`src/rtl/uart_pkg.sv`:
```
// Shared UART definitions: frame FSM encoding and baud constants for the tx and future rx paths.
package uart_pkg;

  localparam int unsigned CLK_FREQ_HZ          = 100_000_000;
  localparam int unsigned BAUD_115200          = 115_200;
  localparam int unsigned DEFAULT_CLKS_PER_BIT = CLK_FREQ_HZ / BAUD_115200;
  localparam int unsigned DATA_BITS            = 8;

  typedef enum logic [2:0] {
    ST_IDLE,
    ST_START,
    ST_DATA,
    ST_PARITY,
    ST_STOP
  } uart_state_e;

endpackage

```
`src/rtl/uart_transmitter_if.sv`:
```
// Byte handshake into the UART transmitter: source is master, transmitter is slave.
interface uart_transmitter_if;

  logic [uart_pkg::DATA_BITS-1:0] tx_data;
  logic                           tx_valid;
  logic                           tx_ready;

  modport master (output tx_data, output tx_valid, input tx_ready);
  modport slave  (input tx_data, input tx_valid, output tx_ready);

endinterface

```
`src/rtl/sync_fifo.sv`:
```
// Single-clock FIFO with occupancy count; caller must not push when full or pop when empty.
module sync_fifo #(
  parameter  int unsigned WIDTH = 8,
  parameter  int unsigned DEPTH = 16,
  localparam int unsigned AW    = $clog2(DEPTH),
  localparam int unsigned CW    = AW + 1
) (
  input  logic             clk,
  input  logic             rst,
  input  logic             push,
  input  logic             pop,
  input  logic [WIDTH-1:0] wr_data,
  output logic [WIDTH-1:0] rd_data,
  output logic [CW-1:0]    count,
  output logic             full,
  output logic             empty
);

  logic [WIDTH-1:0] mem [DEPTH];
  logic [AW-1:0]    wr_ptr;
  logic [AW-1:0]    rd_ptr;

  always_ff @(posedge clk) begin
    if (push) mem[wr_ptr] <= wr_data;
  end

  always_ff @(posedge clk) begin
    if (rst) begin
      wr_ptr <= '0;
      rd_ptr <= '0;
      count  <= '0;
    end else begin
      if (push) wr_ptr <= wr_ptr + AW'(1);
      if (pop)  rd_ptr <= rd_ptr + AW'(1);
      count <= count + CW'(push) - CW'(pop);
    end
  end

  assign rd_data = mem[rd_ptr];
  assign full    = (count == CW'(DEPTH));
  assign empty   = (count == '0);

endmodule

```
`src/rtl/uart_transmitter.sv`:
```
// UART transmitter: handshake into a byte FIFO, serialized LSB first with optional parity and 1-2 stop bits.
module uart_transmitter
  import uart_pkg::*;
#(
  parameter  int unsigned CLKS_PER_BIT = DEFAULT_CLKS_PER_BIT,
  parameter  int unsigned FIFO_DEPTH   = 16,
  parameter  int unsigned PARITY_EN    = 0,
  parameter  int unsigned PARITY_ODD   = 0,
  parameter  int unsigned STOP_BITS    = 1,
  localparam int unsigned CW           = $clog2(FIFO_DEPTH) + 1
) (
  input  logic                clk,
  input  logic                rst,
  uart_transmitter_if.slave   bus,
  output logic                uart_tx,
  output logic                busy,
  output logic [CW-1:0]       fifo_count
);

  localparam int unsigned BW = $clog2(CLKS_PER_BIT);

  uart_state_e          state_q, state_d;
  logic [BW-1:0]        baud_q;
  logic [2:0]           bit_q;
  logic [DATA_BITS-1:0] shift_q;
  logic                 parity_q;
  logic [DATA_BITS-1:0] fifo_head;
  logic                 fifo_full, fifo_empty;
  logic                 push_c, pop_c, line_c, baud_wrap_c;
  logic                 data_last_c, stop_last_c, busy_c;
  logic [CW-1:0]        count_next_c;

  assign bus.tx_ready = !rst && !fifo_full;
  assign push_c       = bus.tx_valid && bus.tx_ready;
  assign baud_wrap_c  = (baud_q == BW'(CLKS_PER_BIT - 1));
  assign data_last_c  = (bit_q == 3'd7);
  assign stop_last_c  = (bit_q == 3'(STOP_BITS - 1));

  sync_fifo #(.WIDTH(DATA_BITS), .DEPTH(FIFO_DEPTH)) u_fifo (
    .clk     (clk),
    .rst     (rst),
    .push    (push_c),
    .pop     (pop_c),
    .wr_data (bus.tx_data),
    .rd_data (fifo_head),
    .count   (fifo_count),
    .full    (fifo_full),
    .empty   (fifo_empty)
  );

  always_ff @(posedge clk) begin
    if (rst) state_q <= ST_IDLE;
    else     state_q <= state_d;
  end

  always_comb begin
    state_d = state_q;
    case (state_q)
      ST_IDLE:   if (!fifo_empty) state_d = ST_START;
      ST_START:  if (baud_wrap_c) state_d = ST_DATA;
      ST_DATA:   if (baud_wrap_c && data_last_c) state_d = (PARITY_EN != 0) ? ST_PARITY : ST_STOP;
      ST_PARITY: if (baud_wrap_c) state_d = ST_STOP;
      ST_STOP:   if (baud_wrap_c && stop_last_c) state_d = fifo_empty ? ST_IDLE : ST_START;
      default:   state_d = ST_IDLE;
    endcase
  end

  // Next line level and pop strobe; the line is registered so each level lands one edge later.
  always_comb begin
    pop_c  = 1'b0;
    line_c = 1'b1;
    case (state_q)
      ST_IDLE: begin
        pop_c  = !fifo_empty;
        line_c = fifo_empty;
      end
      ST_START:  line_c = baud_wrap_c ? shift_q[0] : 1'b0;
      ST_DATA: begin
        if (!baud_wrap_c)     line_c = shift_q[0];
        else if (!data_last_c) line_c = shift_q[1];
        else                  line_c = (PARITY_EN != 0) ? parity_q : 1'b1;
      end
      ST_PARITY: line_c = baud_wrap_c ? 1'b1 : parity_q;
      ST_STOP: begin
        pop_c  = baud_wrap_c && stop_last_c && !fifo_empty;
        line_c = !pop_c;
      end
      default: line_c = 1'b1;
    endcase
  end

  assign count_next_c = fifo_count + CW'(push_c) - CW'(pop_c);
  assign busy_c       = (state_d != ST_IDLE) || (count_next_c != '0);

  always_ff @(posedge clk) begin
    if (rst) begin
      uart_tx  <= 1'b1;
      busy     <= 1'b0;
      baud_q   <= '0;
      bit_q    <= '0;
      shift_q  <= '0;
      parity_q <= 1'b0;
    end else begin
      uart_tx <= line_c;
      busy    <= busy_c;
      if (pop_c || state_q == ST_IDLE || baud_wrap_c) baud_q <= '0;
      else                                            baud_q <= baud_q + BW'(1);
      // Bit index walks data bits, rolls 7->0, then counts stop bits.
      if (pop_c)
        bit_q <= '0;
      else if (baud_wrap_c && (state_q == ST_DATA || state_q == ST_STOP))
        bit_q <= bit_q + 3'd1;
      if (pop_c) begin
        shift_q  <= fifo_head;
        parity_q <= (^fifo_head) ^ 1'(PARITY_ODD);
      end else if (baud_wrap_c && state_q == ST_DATA) begin
        shift_q <= shift_q >> 1;
      end
    end
  end

endmodule

```
`src/flat_wrapper.sv`:
```
// flat-port wrapper written by rule: the top's interface ports become plain ports
module uart_transmitter_flat import uart_pkg::*;
#(
  parameter  int unsigned CLKS_PER_BIT = DEFAULT_CLKS_PER_BIT,
  parameter  int unsigned FIFO_DEPTH   = 16,
  parameter  int unsigned PARITY_EN    = 0,
  parameter  int unsigned PARITY_ODD   = 0,
  parameter  int unsigned STOP_BITS    = 1,
  localparam int unsigned CW           = $clog2(FIFO_DEPTH) + 1
)
  (clk, rst, uart_tx, busy, fifo_count, bus_tx_data, bus_tx_valid, bus_tx_ready);
  uart_transmitter_if bus_i ();
  input  logic clk;
  input  logic rst;
  output logic uart_tx;
  output logic busy;
  output logic [CW-1:0] fifo_count;
  input wire logic [$bits(bus_i.tx_data)-1:0] bus_tx_data;
  input wire logic [$bits(bus_i.tx_valid)-1:0] bus_tx_valid;
  output wire logic [$bits(bus_i.tx_ready)-1:0] bus_tx_ready;
  assign bus_i.tx_data = bus_tx_data;
  assign bus_i.tx_valid = bus_tx_valid;
  assign bus_tx_ready = bus_i.tx_ready;
  uart_transmitter #(.CLKS_PER_BIT(CLKS_PER_BIT), .FIFO_DEPTH(FIFO_DEPTH), .PARITY_EN(PARITY_EN), .PARITY_ODD(PARITY_ODD), .STOP_BITS(STOP_BITS)) u_core (.clk(clk), .rst(rst), .bus(bus_i), .uart_tx(uart_tx), .busy(busy), .fifo_count(fifo_count));
endmodule
```
`config.mk`:
```
export PLATFORM = sky130hd
export DESIGN_NAME = uart_transmitter_flat
export DESIGN_NICKNAME = d
export VERILOG_FILES = /design/src/rtl/uart_pkg.sv /design/src/rtl/uart_transmitter_if.sv /design/src/rtl/sync_fifo.sv /design/src/rtl/uart_transmitter.sv /design/src/flat_wrapper.sv
export SDC_FILE = /design/constraint.sdc
export NUM_CORES = 1
export LEC_CHECK = 0
export ABC_AREA = 1
export CAP_MARGIN = 20
export CELL_PAD_IN_SITES_DETAIL_PLACEMENT = 1
export CELL_PAD_IN_SITES_GLOBAL_PLACEMENT = 2
export CORE_MARGIN = 1.5
export CORE_UTILIZATION = 40
export CTS_BUF_LIST = sky130_fd_sc_hd__clkbuf_4 sky130_fd_sc_hd__clkbuf_8
export CTS_CLUSTER_DIAMETER = 30
export DETAILED_ROUTE_END_ITERATION = 12
export PLACE_DENSITY_LB_ADDON = 0.08
export SLEW_MARGIN = 20
export SYNTH_ARGS = -nofsm -noshare
export SYNTH_HDL_FRONTEND = slang
export SYNTH_HIERARCHICAL = 1
export SYNTH_SLANG_ARGS = --single-unit
export TNS_END_PERCENT = 10
```
`constraint.sdc`:
```
create_clock -name clk -period 7 [get_ports clk]
set_clock_uncertainty 0.15 [all_clocks]
set_input_delay 1.4 -clock clk [delete_from_list [all_inputs] [get_ports clk]]
set_output_delay 1.4 -clock clk [all_outputs]
set_load 0.01 [all_outputs]
```
* After elaboration in Yosys (flattened, before gate mapping)
Memories as Yosys holds them, arrays and structs flattened. A register that Yosys moved wholly into a read port is not among the register bits.
Cells that the tools add are included.
** Operators by class
- Add/subtract/negate cells :: 6
- Equality and inequality tests :: 7
- Mux-type cells :: 19
- Reductions and logical operators :: 24
** Operator list (number)
- 8-bit 2-to-1 mux :: 2
- 3-bit 2-to-1 mux :: 5
- 3-bit one-hot mux with 5 select lines :: 1
- 10-bit by 1-bit adder with 10-bit output (second input constant) :: 1
- 10-bit equality test (second input constant) :: 1
- 4-bit by 1-bit adder with 4-bit output (second input constant) :: 2
- 4-bit 2-to-1 mux :: 2
- 8-bit XOR reduction :: 1
- 1-bit logical AND :: 7
- 1-bit 2-to-1 mux :: 7
- 3-bit by 2-bit equality test with 1-bit output (second input constant) :: 2
- 3-bit equality test (second input constant) :: 2
- 3-bit zero test :: 2
- 5-bit by 1-bit adder with 5-bit output :: 1
- 5-bit equality test (second input constant) :: 1
- 5-bit zero test :: 1
- 1-bit one-hot mux with 5 select lines :: 1
- 5-bit nonzero test :: 1
- 5-bit by 1-bit subtractor with 5-bit output :: 1
- 1-bit zero test :: 4
- 1-bit logical OR :: 4
- 2-bit OR reduction :: 2
- 3-bit by 1-bit adder with 3-bit output (second input constant) :: 1
- 3-bit by 1-bit equality test with 1-bit output (second input constant) :: 1
- 3 further kinds :: 3
** Storage, ports and cells
- Register bits after elaboration :: 40
- Bits in writable memories :: 128
- Input port bits :: 11
- Output and inout port bits :: 8
- Word-level logic and storage cells :: 67
- Memories :: 1
** Memory list
- u_core.u_fifo.mem :: depth 16, bits a word 8, read ports 1, clocked after Yosys merged registers in 1, wr ports 1, RTL line sync_fifo.sv:19 : logic [WIDTH-1:0] mem [DEPTH];

* Longest topological paths before layout
Gate-level depths: netlist of run 1.
- Depth after elaboration :: 8
- Mapped depth :: 20
- Depth with buffers taken out :: 20

* Modules after synthesis
The synthesis of run 1 kept the hierarchy.
** Modules (own cells, without submodules)
- sync_fifo :: times used 1, cells each 636, area an instance 6376.1 sq um, seq. area each 4184.0 sq um
- uart_transmitter :: times used 1, cells each 239, area an instance 1712.9 sq um, seq. area each 540.5 sq um

* Least setup slack after synthesis of run 1
Ideal clock, no wire load.
- Kind :: input to register
- Start :: in rst
- End :: reg u_core.busy
- Library setup time :: 0.112 ns
- Arrival :: 3.204 ns
- Required time :: 6.738 ns
- Path slack :: 3.534 ns
- Stages :: 13
- Buffers on the path :: 0
- Path through :: nor2_1 nand2_1 nand2_1 nand2_1 ha_1 fa_1 or2_2 nor2_1 o21ai_0 nor2_1 nand3_1 nand2_1 nand2_1
** Between the ends
- Word-level cells in the longest chain between the ends :: 7
** RTL lines
- from (decl) :: RTL line flat_wrapper.sv:14 : input logic rst;
- 1-bit zero test :: RTL line uart_transmitter.sv:33 : assign bus.tx_ready = !rst && !fifo_full;
- 1-bit logical AND :: RTL line uart_transmitter.sv:33
- 1-bit logical AND :: RTL line uart_transmitter.sv:34 : assign push_c = bus.tx_valid && bus.tx_ready;
- 5-bit by 1-bit adder with 5-bit output :: RTL line uart_transmitter.sv:92 : assign count_next_c = fifo_count + CW'(push_c) - CW'(pop_c);
- 5-bit by 1-bit subtractor with 5-bit output :: RTL line uart_transmitter.sv:92
- 5-bit nonzero test :: RTL line uart_transmitter.sv:93 : assign busy_c = (state_d != ST_IDLE) || (count_next_c != '0);
- 1-bit logical OR :: RTL line uart_transmitter.sv:93
- to (signal assigned) :: RTL line uart_transmitter.sv:105 : busy <= busy_c;
- to (decl) :: RTL line uart_transmitter.sv:16 : output logic busy,
Several ways; a longest one is shown, not always the timed one.
A chain may end at the register's enable or synchronous reset.

* Final worst setup path of run 1
- Start :: in rst
- End :: out bus_tx_ready
** Between the ends
- Word-level cells in the longest chain between the ends :: 2
** RTL lines
- 1-bit zero test :: RTL line uart_transmitter.sv:33
- 1-bit logical AND :: RTL line uart_transmitter.sv:33
- to (decl) :: RTL line flat_wrapper.sv:20 : output wire logic [$bits(bus_i.tx_ready)-1:0] bus_tx_ready;
No other way between the ends.

==> flow_summary.toml, run 1 <==
[floorplanning]
vertical_extent_of_the_die_um = 145
io-pin-count = 19
rows = 51
starting_density = 0.412
dieArea_um2 = 21100
die_width_um = 145
core_area_um2 = 19700

[run_status]
status = "finished, final reports clean"

[logic_synthesis]
synth_area_leaders = "sky130_fd_sc_hd__edfxtp_1 (48%), sky130_fd_sc_hd__nand2_1 (11%), sky130_fd_sc_hd__dfxtp_1 (11%), sky130_fd_sc_hd__nand3_1 (7.3%), sky130_fd_sc_hd__inv_1 (6.4%)"
synth_area_per_cell_um2 = 9.24
synth-seq-area-share = 0.584
synth_seq_cells = 172
synth.lib_cells_used.distinct = 36
post-synth-top-area-fraction = 0.475
synth_top_area_cell = "sky130_fd_sc_hd__edfxtp_1"
synth_fp_nets = 907
syn_inst = 875
ys_warn_count = 6
synthesis.area_um2 = 8090

[global_route]
globalRouteOverflowTotal = 0
grtUsageTotal = 0.205
grt_antenna_before_repair = 0
grt_pass1_wl_mm = 32.8
grt_max_degree = 66
via_count_of_the_first_global_routing_pass = 5927

[sta]
finalSetupViolCount = 0
maxSlewViolCount = 0
fmax_mhz = 216
rsz0062_at_grt = "false"
worst_slew_margin_rel = 0.342
aggregate_negative_setup_slack_ps = 0
timing_hold_violations_final = 0
final.period_utilization = 0.661
final_period_minus_worst_setup_slack_ps = 4620
worstMarginPinSlew_ps = 985
worst_hold_slack_ps = 305

[cts]
clk_pin_slew_ps = 100
cts-root-to-sink-buffers = 2
cts_bufs_inserted = 17
count_of_clock_tree_sinks = 172
clk_root_buffer_cell = "sky130_fd_sc_hd__clkbuf_8"
tritoncts_clock_tree = "built"
cts.htree.levels = 4
cts_repair_resize_count = 0
cts_hold_buf = 0
post-cts-setup-buffer-count = 0
clkLatencyLatePin_ps = 470

[finish]
post_layout_nonfiller_instances = 1164
finish.net_count = 917
syn2layout_area_growth_pct = 8.88
drive_gt1_frac = 0.0690
fillerInstances = 2325

[power_and_ir_drop]
power_density_nw_per_um2 = 352
irDropWorstVdd_mv = 0.298
cellLeakagePower_nw = 3.67

[drt]
via_count = 5714
drtIter0Drc = 335
antenna_left = 0
viasPerCell = 4.91
drc = 0
totalWireLength_mm = 20.4
drt_pre_antenna_iters = 4
routed_wire_length_per_instance_um = 17.5

[place]
placed_cells = 1131
io_buffers = 18
gp_congestion = 0.826
dp.final_hpwl_mm = 14.0

[critical_path]
worstSetupPathType = "in2out"
critical_path_peak_fanout = 20
crit_arrival_ps = 3070
worst-endpoint-required_ps = 5450
critical_path.endpoint_type = "output port"
crit_path_start_kind = "input pin"

[worst_hold_path]
hold_path.class = "reg2reg"

[job]
drv.max_cap_violation_count = 0
-- critical path, cell delays in order --
cell	delay (ps)
sky130_fd_sc_hd__clkdlybuf4s50_1	800
sky130_fd_sc_hd__nor2_1	300
sky130_fd_sc_hd__clkdlybuf4s50_1	570
-- placed cells by master (no fill, tap or decap), types with 2 or more instances in the layout --
master	n
sky130_fd_sc_hd__dfxtp_1	43
sky130_fd_sc_hd__nand2_1	243
sky130_fd_sc_hd__buf_4	2
sky130_fd_sc_hd__ha_1	19
sky130_fd_sc_hd__nand4_1	4
sky130_fd_sc_hd__clkinv_4	3
sky130_fd_sc_hd__nand3b_1	7
sky130_fd_sc_hd__inv_1	138
sky130_fd_sc_hd__nand3_1	118
sky130_fd_sc_hd__fa_1	2
sky130_fd_sc_hd__a21oi_1	26
sky130_fd_sc_hd__clkbuf_8	17
sky130_fd_sc_hd__xnor2_1	6
sky130_fd_sc_hd__clkinv_2	3
sky130_fd_sc_hd__inv_2	8
sky130_fd_sc_hd__nor2_1	58
sky130_fd_sc_hd__a31oi_1	2
sky130_fd_sc_hd__nand2_2	5
sky130_fd_sc_hd__nor2_2	2
sky130_fd_sc_hd__o21ai_0	7
sky130_fd_sc_hd__clkdlybuf4s50_1	18
sky130_fd_sc_hd__clkinvlp_4	2
sky130_fd_sc_hd__inv_8	5
sky130_fd_sc_hd__xor2_1	13
sky130_fd_sc_hd__edfxtp_1	128
sky130_fd_sc_hd__inv_6	3
sky130_fd_sc_hd__nor2_4	3
-- flip-flops by register name, indices dropped and copies added (netlist names), 3 cells and up, named ones only --
name and count:
u_core/state_q 3, u_core/u_fifo/wr_ptr 4, u_core/u_fifo/rd_ptr 4, u_core/u_fifo/count 5
u_core/baud_q 10, u_core/bit_q 3, u_core/shift_q 8, u_core/u_fifo/mem 128
-- path summary, 6_finish.rpt --
check | from | end | slack [ps] | cells past startpoint
worst min register to register | u_core/baud_q[0] | u_core/baud_q[0] | 300 | 1
worst max register to register | u_core/u_fifo/count[3] | u_core/busy | 3280 | 18
worst max-delay path | rst | bus_tx_ready | 2380 | 3
worst min-delay path | u_core/baud_q[0] | u_core/baud_q[0] | 300 | 1
-- Yosys cell counts (all sizes together) --
cell and number:
a21oi 27, a31oi 2, buf 26, clkbuf 3, clkinv 1, dfxtp 44, edfxtp 128, fa 2
ha 19, inv 147, nand2 250, nand3 120, nand3b 7, nand4 4, nor2 63, nor3 1
o211ai 1, o21a 1, o21ai 8, o31ai 1, or2 1, xnor2 6, xor2 13
-- per-stage QoR --
step / utilization / power, mW / worst slack, ps / area, um^2
finish: 0.448 / 3.10 / 2380 / 8810
global route: 0.448 / 3.35 / 2240 / 8800
CTS: 0.448 / 3.15 / 2320 / 8800
detailed placement: 0.429 / 2.47 / 2220 / 8420
global placement: 0.429 / 2.43 / 2320 / 8420
floorplan: - / 2.17 / 3530 / 8090
-- report_power, final --
part / internal (mW) / switching [mW]
Combinational: 0.431 / 0.789
Clock: 0.264 / 0.407
Sequential: 1.16 / 0.0533
Total: 1.85 / 1.25
-- metal layers --
layer  track usage  up-vias  share of wire
li1              -     2815              -
met1         0.281     2806           0.48
met4        0.0480        0         0.0075
met5             0        -              0
met2         0.336       80           0.49
met3        0.0371       13          0.027
-- layout make-up --
| class | count | area, um^2 | share of cell area |
|---|---|---|---|
| flip-flops and latches | 172 | 4730 | 0.537 |
| multi-input cells | 526 | 2620 | 0.297 |
| inverters | 148 | 558 | 0.0634 |
| well taps | 265 | 332 | 0.0376 |
| clock buffers | 17 | 234 | 0.0266 |
| repair buffers | 20 | 195 | 0.0222 |
| clock inverters | 15 | 145 | 0.0165 |
| diodes | 1 | 2.50 | 0.000284 |
-- logic make-up after synthesis --
kind of cell             after synthesis  synth area share
AO/OA/AOI/OAI                         40            0.0264
adder cells (fa/ha/maj)               21            0.0343
buffers and inverters                177            0.0927
flip-flops                           172             0.584
AND/OR/NAND/NOR                      446             0.242
XOR/XNOR                              19            0.0206
Note: power is estimated with default switching activity, not from simulation.
==> run 2: changes to the inputs <==
==> constraint.sdc (replaced) <==
create_clock -name clk -period 4.3 [get_ports clk]
set_clock_uncertainty 0.15 [all_clocks]
set_input_delay 0.86 -clock clk [delete_from_list [all_inputs] [get_ports clk]]
set_output_delay 0.86 -clock clk [all_outputs]
set_load 0.01 [all_outputs]
==> flow_summary.toml, run 2 (same netlist as run 1, synthesis figures left out) <==
[sta]
aggregate_negative_setup_slack_ps = 0
rsz0062_at_grt = "false"
worstMarginPinSlew_ps = 861
worst_slew_margin_rel = 0.425
final_period_minus_worst_setup_slack_ps = 3600
timing_hold_violations_final = 0
finalSetupViolCount = 0
setup_slack_ps = 700
final.period_utilization = 0.837
maxSlewViolCount = 0
fmax_mhz = 278

[finish]
reg_top3 = "u_core/u_fifo/mem (128), u_core/baud_q (10), u_core/shift_q (8)"
largest_register_ffs = 128
drive_gt1_frac = 0.0750
largest_register_by_flop_count = "u_core/u_fifo/mem"
multi_input_comb_area_um2 = 2620
syn2layout_area_growth_pct = 9.76
fillerInstances = 2297
seqCellArea_um2 = 4730
layout.cells.most_common_list = "sky130_fd_sc_hd__nand2_1 (243), sky130_fd_sc_hd__inv_1 (138), sky130_fd_sc_hd__edfxtp_1 (128), sky130_fd_sc_hd__nand3_1 (118), sky130_fd_sc_hd__nor2_1 (58)"
final_common_cell = "sky130_fd_sc_hd__nand2_1"
antenna_cells_inserted = 0
finish.net_count = 927

[power_and_ir_drop]
power_density_nw_per_um2 = 571
cellLeakagePower_nw = 3.73
irDropWorstVdd_mv = 0.260

[critical_path]
r2r_setup_slack_ps = 700
worstSetupPathType = "reg2reg"
crit_arrival_ps = 3800
crit-reg2reg-capture = "u_core/busy"
critical_path.reg2reg.startpoint = "u_core/u_fifo/count[3]"
worst-endpoint-required_ps = 4500
crit_path_start_kind = "flop"
critical_path_peak_fanout = 19
crit_path_start = "u_core/u_fifo/count[3]"
critical_path_capture_point = "u_core/busy"
r2r.worst_path.cells = 18
critical_path.endpoint_type = "flop"

[cts]
cts_repair_resize_count = 0
post-cts-setup-buffer-count = 0
cts_bufs_inserted = 17
cts-root-to-sink-buffers = 2
clk_pin_slew_ps = 90
clkLatencyLatePin_ps = 450
cts_hold_buf = 0
cts.htree.levels = 4
clk_root_buffer_cell = "sky130_fd_sc_hd__clkbuf_8"
count_of_clock_tree_sinks = 172
tritoncts_clock_tree = "built"

[drt]
antenna_left = 0
viasPerCell = 4.83
routed_wire_length_per_instance_um = 16.5
drc = 0
drtIter0Drc = 234
drt_pre_antenna_iters = 4
via_count = 5662
totalWireLength_mm = 19.4

[global_route]
via_count_of_the_first_global_routing_pass = 6010
globalRouteOverflowTotal = 0
grt_pass1_wl_mm = 31.5
grtUsageTotal = 0.192
grt_max_degree = 65
grt_antenna_before_repair = 0

[place]
gp_congestion = 0.786
dpl_worst_slack_ps = 650
io_buffers = 18
dp.final_hpwl_mm = 13.1

[floorplanning]
starting_density = 0.412
dieArea_um2 = 21100
core_area_um2 = 19700
io-pin-count = 19
rows = 51
vertical_extent_of_the_die_um = 145
die_width_um = 145

[worst_hold_path]
hold_path.class = "reg2reg"

[run_status]
status = "finished, final reports clean"

[job]
drv.max_cap_violation_count = 0
run 2: cell count changes in the layout (fill, tap and decap cells not counted):
cell                         delta
sky130_fd_sc_hd__buf_4         +10
sky130_fd_sc_hd__inv_2          +1
sky130_fd_sc_hd__inv_8          -4
sky130_fd_sc_hd__diode_2        -1
sky130_fd_sc_hd__clkinv_1       +3
sky130_fd_sc_hd__clkinv_8       -1
sky130_fd_sc_hd__bufinv_16      +2
sky130_fd_sc_hd__clkinvlp_4     -2
run 2: power breakdown:
group / leakage [nW] / total (mW) / internal [mW] / switching (mW)
Sequential: 1.51 / 1.97 / 1.89 / 0.0856
Clock: 0.195 / 1.11 / 0.517 / 0.596
Combinational: 2.02 / 1.98 / 0.707 / 1.28
Total: 3.73 / 5.07 / 3.11 / 1.96
run 2: layer usage:
| metal | GRT usage | vias to the layer above | routed length [um] |
|---|---|---|---|
| met4 | 0.0643 | 0 | 314 |
| met5 | 0 | - | 0 |
| met3 | 0.0352 | 20 | 660 |
| met1 | 0.249 | 2728 | 9130 |
| li1 | - | 2829 | - |
| met2 | 0.323 | 85 | 9250 |
run 2: worst max-delay path: stages, from the launching register on:
cell                       delay, ps
sky130_fd_sc_hd__dfxtp_1         420
sky130_fd_sc_hd__inv_1            90
sky130_fd_sc_hd__ha_1            190
sky130_fd_sc_hd__nand3_1         100
sky130_fd_sc_hd__nor2_1          140
sky130_fd_sc_hd__nor3_4          460
sky130_fd_sc_hd__nand2_8         170
sky130_fd_sc_hd__clkinv_2        180
sky130_fd_sc_hd__nand2_1         140
sky130_fd_sc_hd__nand2_1          90
sky130_fd_sc_hd__ha_1            180
sky130_fd_sc_hd__fa_1            410
sky130_fd_sc_hd__or2_2           300
sky130_fd_sc_hd__nor2_1           90
sky130_fd_sc_hd__o21ai_0          80
sky130_fd_sc_hd__nor2_1          130
sky130_fd_sc_hd__nand3_1          80
sky130_fd_sc_hd__nand2_1          60
sky130_fd_sc_hd__nand2_1          50
run 2: per-stage QoR:
stage | area (um^2) | util | hold slack (ps) | std cells | power (mW)
floorplan | 8090 | - | 268 | 875 | 3.53
global placement | 8500 | 0.432 | 280 | 1141 | 3.94
detailed placement | 8500 | 0.432 | 293 | 1141 | 4.02
CTS | 8880 | 0.452 | 316 | 1172 | 5.14
global route | 8880 | 0.452 | 349 | 1172 | 5.46
finish | 8880 | 0.452 | 310 | 1172 | 5.07
run 2: cell type report:
type / count / area share
Clock inverter: 14 / 0.0163
Sequential cell: 172 / 0.532
Clock buffer: 17 / 0.0264
Multi-Input combinational cell: 526 / 0.295
Inverter: 148 / 0.0627
Timing Repair Buffer: 30 / 0.0304
Tap cell: 265 / 0.0373
run 2: worst min path at each step:
stage,start,end,slack [ps],cells past startpoint
2_1_floorplan,u_core/baud_q[0],u_core/baud_q[0],270,1
3_3_place_gp,u_core/baud_q[0],u_core/baud_q[0],280,1
3_5_place_dp,u_core/baud_q[0],u_core/baud_q[0],290,1
4_1_cts,u_core/baud_q[0],u_core/baud_q[0],320,1
5_1_grt,u_core/baud_q[0],u_core/baud_q[0],350,1
6_report,u_core/baud_q[0],u_core/baud_q[0],310,1
